--- config.mk ---
export PLATFORM = sky130hd
export DESIGN_NAME = game_flow_ctrl
export DESIGN_NICKNAME = d
export VERILOG_FILES = /design/src/rtl/game_flow_ctrl.sv
export SDC_FILE = /design/constraint.sdc
export NUM_CORES = 1
export LEC_CHECK = 0
export BUFFER_PORTS_ARGS = -buffer_cell sky130_fd_sc_hd__buf_4
export CAP_MARGIN = 20
export CORE_ASPECT_RATIO = 1.25
export CORE_UTILIZATION = 60
export DETAILED_ROUTE_END_ITERATION = 12
export HOLD_SLACK_MARGIN = 0.03
export PLACE_DENSITY = 0.8
export SYNTH_ARGS = -nofsm -noshare
export SYNTH_HDL_FRONTEND = slang
export SYNTH_SLANG_ARGS = --single-unit
--- constraint.sdc ---
create_clock -name pclk -period 4.61 [get_ports pclk]
set_input_delay 0.6915 -clock pclk [delete_from_list [all_inputs] [get_ports pclk]]
set_output_delay 0.6915 -clock pclk [all_outputs]
set_load 0.005 [all_outputs]
--- src/rtl/game_flow_ctrl.sv ---
// Top-level game sequencer: title, countdown, race, time-out and high-score screens.
// Frame timers advance on vsync rising edges; everything lives in the pclk domain.
module game_flow_ctrl #(
  parameter int GAME_SECONDS   = 99,
  parameter int FRAMES_PER_SEC = 60,
  parameter int WAIT_FRAMES    = 180,
  parameter int TIMEOUT_FRAMES = 180,
  parameter int HISCORE_FRAMES = 600
) (
  input  logic       pclk,
  input  logic       rst,
  input  logic       vs,
  input  logic       key_start,
  input  logic       key_up,
  input  logic       key_down,
  output logic       title_screen,
  output logic       wait_for_start,
  output logic       game_on,
  output logic       time_out,
  output logic       highscore,
  output logic       single_player,
  output logic       dual_player,
  output logic [2:0] screen_sel,
  output logic [6:0] time_left,
  output logic       restart
);

  localparam int WW = (WAIT_FRAMES > 1) ? $clog2(WAIT_FRAMES) : 1;
  localparam int FW = (FRAMES_PER_SEC > 1) ? $clog2(FRAMES_PER_SEC) : 1;
  localparam int TW = (TIMEOUT_FRAMES > 1) ? $clog2(TIMEOUT_FRAMES) : 1;
  localparam int HW = (HISCORE_FRAMES > 1) ? $clog2(HISCORE_FRAMES) : 1;

  localparam logic [WW-1:0] WAIT_LAST = WW'(WAIT_FRAMES - 1);
  localparam logic [FW-1:0] FPS_LAST  = FW'(FRAMES_PER_SEC - 1);
  localparam logic [TW-1:0] TO_LAST   = TW'(TIMEOUT_FRAMES - 1);
  localparam logic [HW-1:0] HS_LAST   = HW'(HISCORE_FRAMES - 1);
  localparam logic [6:0]    GS        = 7'(GAME_SECONDS);

  localparam logic [2:0] S_TITLE = 3'd0;
  localparam logic [2:0] S_WAIT  = 3'd1;
  localparam logic [2:0] S_GAME  = 3'd2;
  localparam logic [2:0] S_TO    = 3'd3;
  localparam logic [2:0] S_HS    = 3'd4;

  logic          vs_q, start_q, up_q, down_q;
  logic          tick, start_p, up_p, down_p;
  logic [WW-1:0] wait_cnt, wait_n;
  logic [FW-1:0] frame_cnt, frame_n;
  logic [TW-1:0] to_cnt, to_n;
  logic [HW-1:0] hs_cnt, hs_n;
  logic [2:0]    state_n;
  logic [6:0]    tl_n;
  logic          single_n, restart_n;

  assign tick    = vs & ~vs_q;
  assign start_p = key_start & ~start_q;
  assign up_p    = key_up & ~up_q;
  assign down_p  = key_down & ~down_q;

  // screen_sel doubles as the state register
  always_comb begin
    state_n   = screen_sel;
    wait_n    = wait_cnt;
    frame_n   = frame_cnt;
    to_n      = to_cnt;
    hs_n      = hs_cnt;
    tl_n      = time_left;
    single_n  = single_player;
    restart_n = 1'b0;
    case (screen_sel)
      S_TITLE: begin
        if (start_p) begin
          state_n = S_WAIT;
          wait_n  = '0;
        end else if (up_p && !down_p) begin
          single_n = 1'b1;
        end else if (down_p && !up_p) begin
          single_n = 1'b0;
        end
      end
      S_WAIT: begin
        if (tick) begin
          if (wait_cnt == WAIT_LAST) begin
            state_n = S_GAME;
            tl_n    = GS;
            frame_n = '0;
          end else begin
            wait_n = wait_cnt + 1'b1;
          end
        end
      end
      S_GAME: begin
        if (tick) begin
          if (frame_cnt == FPS_LAST) begin
            frame_n = '0;
            if (time_left <= 7'd1) begin
              state_n = S_TO;
              tl_n    = 7'd0;
              to_n    = '0;
            end else begin
              tl_n = time_left - 7'd1;
            end
          end else begin
            frame_n = frame_cnt + 1'b1;
          end
        end
      end
      S_TO: begin
        if (tick) begin
          if (to_cnt == TO_LAST) begin
            state_n = S_HS;
            hs_n    = '0;
          end else begin
            to_n = to_cnt + 1'b1;
          end
        end
      end
      S_HS: begin
        if (start_p || (tick && hs_cnt == HS_LAST)) begin
          state_n   = S_TITLE;
          restart_n = 1'b1;
          tl_n      = GS;
        end else if (tick) begin
          hs_n = hs_cnt + 1'b1;
        end
      end
      default: state_n = S_TITLE;
    endcase
  end

  always_ff @(posedge pclk or posedge rst) begin
    if (rst) begin
      vs_q           <= 1'b0;
      start_q        <= 1'b0;
      up_q           <= 1'b0;
      down_q         <= 1'b0;
      wait_cnt       <= '0;
      frame_cnt      <= '0;
      to_cnt         <= '0;
      hs_cnt         <= '0;
      screen_sel     <= S_TITLE;
      title_screen   <= 1'b1;
      wait_for_start <= 1'b0;
      game_on        <= 1'b0;
      time_out       <= 1'b0;
      highscore      <= 1'b0;
      single_player  <= 1'b1;
      dual_player    <= 1'b0;
      time_left      <= GS;
      restart        <= 1'b0;
    end else begin
      vs_q           <= vs;
      start_q        <= key_start;
      up_q           <= key_up;
      down_q         <= key_down;
      wait_cnt       <= wait_n;
      frame_cnt      <= frame_n;
      to_cnt         <= to_n;
      hs_cnt         <= hs_n;
      screen_sel     <= state_n;
      title_screen   <= (state_n == S_TITLE);
      wait_for_start <= (state_n == S_WAIT);
      game_on        <= (state_n == S_GAME);
      time_out       <= (state_n == S_TO);
      highscore      <= (state_n == S_HS);
      single_player  <= single_n;
      dual_player    <= ~single_n;
      time_left      <= tl_n;
      restart        <= restart_n;
    end
  end

endmodule
==> flow_summary_export.csv <==
group,metric,value,unit
status,outcome,"complete, no violations",
timing,timing.fmax,0.485,GHz
clocking,cts_root_buffer,"clkbuf_8",
placement,place_congestion,0.886,
synth,synth.lib_cells_used.distinct,61,
placement,io_buffers,23,
global_routing,grtUsageTotal,0.252,
setup_path,critical_path_class,"reg2reg",
global_routing,antenna_found_initial,0,
route,routedWlPerCell,15.6,um
die,ios,24,
layout,finalNetCount,324,
clocking,cts_resized,0,
clocking,hold_buffers,0,
timing,finClkSkew,0.00609,ns
layout,diodes,0,
power_and_ir_drop,clock_power_share,0.304,
worst_hold_path,min_path_type,"in2async",
clocking,insertion_delay,0.31,ns
timing,rsz0062_at_grt,"false",
timing,setup-tns-final,0,ns
timing,drv_slew,0,
global_routing,grt_pass1_wl,9.92,mm
power_and_ir_drop,p_leak,0.00145,uW
synth,yosysTopAreaCellShare,0.422,
die,die_x,63.6,um
synth,ys_ff_latch,54,
timing,maxSlewHeadroom,0.541,
power_and_ir_drop,p_int,762,uW
layout,drive_gt1_frac,0.192,
route,first_iter_violations,84,
synth,async_flop_share,1.00,
synth,yosys-top-cells-area,"dfrtp_1 (42%), dfstp_2 (5.5%), nor2_1 (4.1%), xor2_1 (3.4%), o21ai_0 (3.3%)",
power_and_ir_drop,seq_power_share,0.544,
route,drt_pass1_iterations,5,
setup_path,cp.required,4.81,ns
synth,synth_top_area_cell,"dfrtp_1",
layout,layout_common_cells,"dfrtp_1 (48), nor2_1 (31), nand2_1 (24), buf_4 (24), o21ai_0 (19)",
route,routed_wl,5.79,mm
clocking,numCtsBuffers,5,
synth,syn_inst,286,
placement,pre_cts_ws,2.48,ns
layout,area.growth.synth_to_final,12.1,%
setup_path,critPathMaxFanout,11,
timing,final.setup.worst_slack,2.55,ns
synth,syn_avg_cell_area,9.94,um^2
timing,hold_viol_final,0,
power_and_ir_drop,power_density,330,nW/um^2
timing,setup_viol,0,
route,vias,2237,
die,fp.dieH,79.0,um
timing,min_period,2.06,ns
power_and_ir_drop,p_sw,290,uW
clocking,cts_setup_buffers,0,
placement,hpwl,4.10,mm
setup_path,end_kind,"flop",
global_routing,overflow,0,
synth,yosysSeqAreaShare,0.478,
clocking,cts_tree,"yes",
setup_path,ff2ff_path_depth,5,
synth,syn-cell-area,2840,um^2
clocking,clock-sinks,54,
route,drc_errors,0,
global_routing,grt_pass1_vias,2102,
synth,yosys_warnings,0,
clocking,cts_buffer_depth,2,
power_and_ir_drop,vdd_drop_max,212,uV
layout,final_common_cell,"dfrtp_1",
die,rows,27,
setup_path,critPathLaunchType,"flop",
timing,fin_crit_sh,0.447,
power_and_ir_drop,swShare,0.275,
setup_path,worstPathArrival,2.26,ns
synth,synth-edff-count,0,
clocking,path_clk_slew,0.10,ns
run,maxCapViolations,0,
die,start_util,0.633,
synth,synth_fp_nets,298,
die,dieArea,5020,um^2
clocking,htreeDepth,2,
route,post_drt_via_cell_ratio,6.03,
power_and_ir_drop,power_frac_comb,0.153,
global_routing,grt_max_degree,55,
timing,worst-slew-pin-transition,0.687,ns
synth,synthFlopType,"dfrtp_1",
die,design.core.area,4490,um^2
route,ant_nets,0,
## layout make-up
class                   instances  area, um^2
clock buffers                   5        68.8
clock inverters                 3        43.8
fillers                       358        1310
inverters                       6        22.5
multi-input cells             220        1420
flip-flops and latches         54        1360
well taps                      58        72.6
repair buffers                 25         200
## kinds of logic after synthesis
logic type,after synthesis,synth area share
adders and majority gates,6,0.0264
DFF,54,0.478
and+or+nand+nor,144,0.288
muxes,4,0.0180
buffers and inverters,12,0.0224
xor gates and xnor gates,13,0.0400
AOI/OAI and AO/OA,53,0.127
## per-layer routing
| metal | vias up | GRT usage | part of all wire | routed length, um |
|---|---|---|---|---|
| met5 | - | 0 | 0 | 0 |
| met4 | 0 | 0.0886 | 0.013 | 75 |
| met3 | 9 | 0.0474 | 0.033 | 190 |
| met2 | 45 | 0.404 | 0.49 | 2830 |
| met1 | 1095 | 0.342 | 0.47 | 2700 |
| li1 | 1088 | - | - | - |
## worst paths after layout
check	from	endpoint	slack [ns]
setup reg to reg	screen_sel[0]	to_cnt[4]	2.55
hold reg to reg	frame_cnt[5]	frame_cnt[5]	0.50
hold / removal	rst	highscore	0.38
min in group pclk	key_down	down_q	0.49
max in group asynchronous	rst	time_left[1]	3.64
setup / recovery	screen_sel[0]	to_cnt[4]	2.55
## stage by stage
step	util	area, um^2	hold WS [ns]	cells	power [uW]
floorplan	-	2840	0.446	286	678
global route	0.710	3190	0.414	371	1110
global placement	0.680	3060	0.469	362	733
detailed placement	0.680	3060	0.478	362	740
finish	0.710	3190	0.380	371	1050
CTS	0.705	3170	0.481	370	1060
## sequential cells by signal (all words and copies together), names as in the netlist
| register | cells |
|---|---|
| frame_cnt | 6 |
| screen_sel | 3 |
| game_on | 1 |
| time_out | 1 |
| to_cnt | 8 |
| title_screen | 1 |
| dual_player | 1 |
| up_q | 1 |
| start_q | 1 |
| restart | 1 |
| vs_q | 1 |
| single_player | 1 |
| highscore | 1 |
| time_left | 7 |
| wait_for_start | 1 |
| down_q | 1 |
| wait_cnt | 8 |
| hs_cnt | 10 |
## synth_stat cells (all sizes together) (2+ instances only)
cell      n
nor3     10
or3b      3
buf       5
xor2     11
nand4    12
or3       2
xnor2     2
o31ai     4
dfrtp    48
nand2b    8
nor4b     2
and2      4
nor2b     4
nor2     32
mux2      3
o2bb2ai   2
nand3b    2
ha        6
inv       6
or4       2
and3      6
dfstp     6
nand2    25
nand3    18
nor4      5
a21oi     5
o21ai    27
nor3b     2
a31oi     4
## critical path, cell delays in order, from the launching register on
cell and delay (ns):
dfrtp_1 0.49, or3b_1 0.61, nor4_4 0.39, o211ai_4 0.18
o21ai_1 0.19, o31ai_1 0.09
## power by group through the flow
stage	combinational (uW)	clock [uW]	sequential, uW
floorplan	111	0	567
global placement	155	0	579
detailed placement	159	0	580
CTS	160	327	571
global route	183	343	580
finish	161	319	572
(Power assumes the default switching activity.)
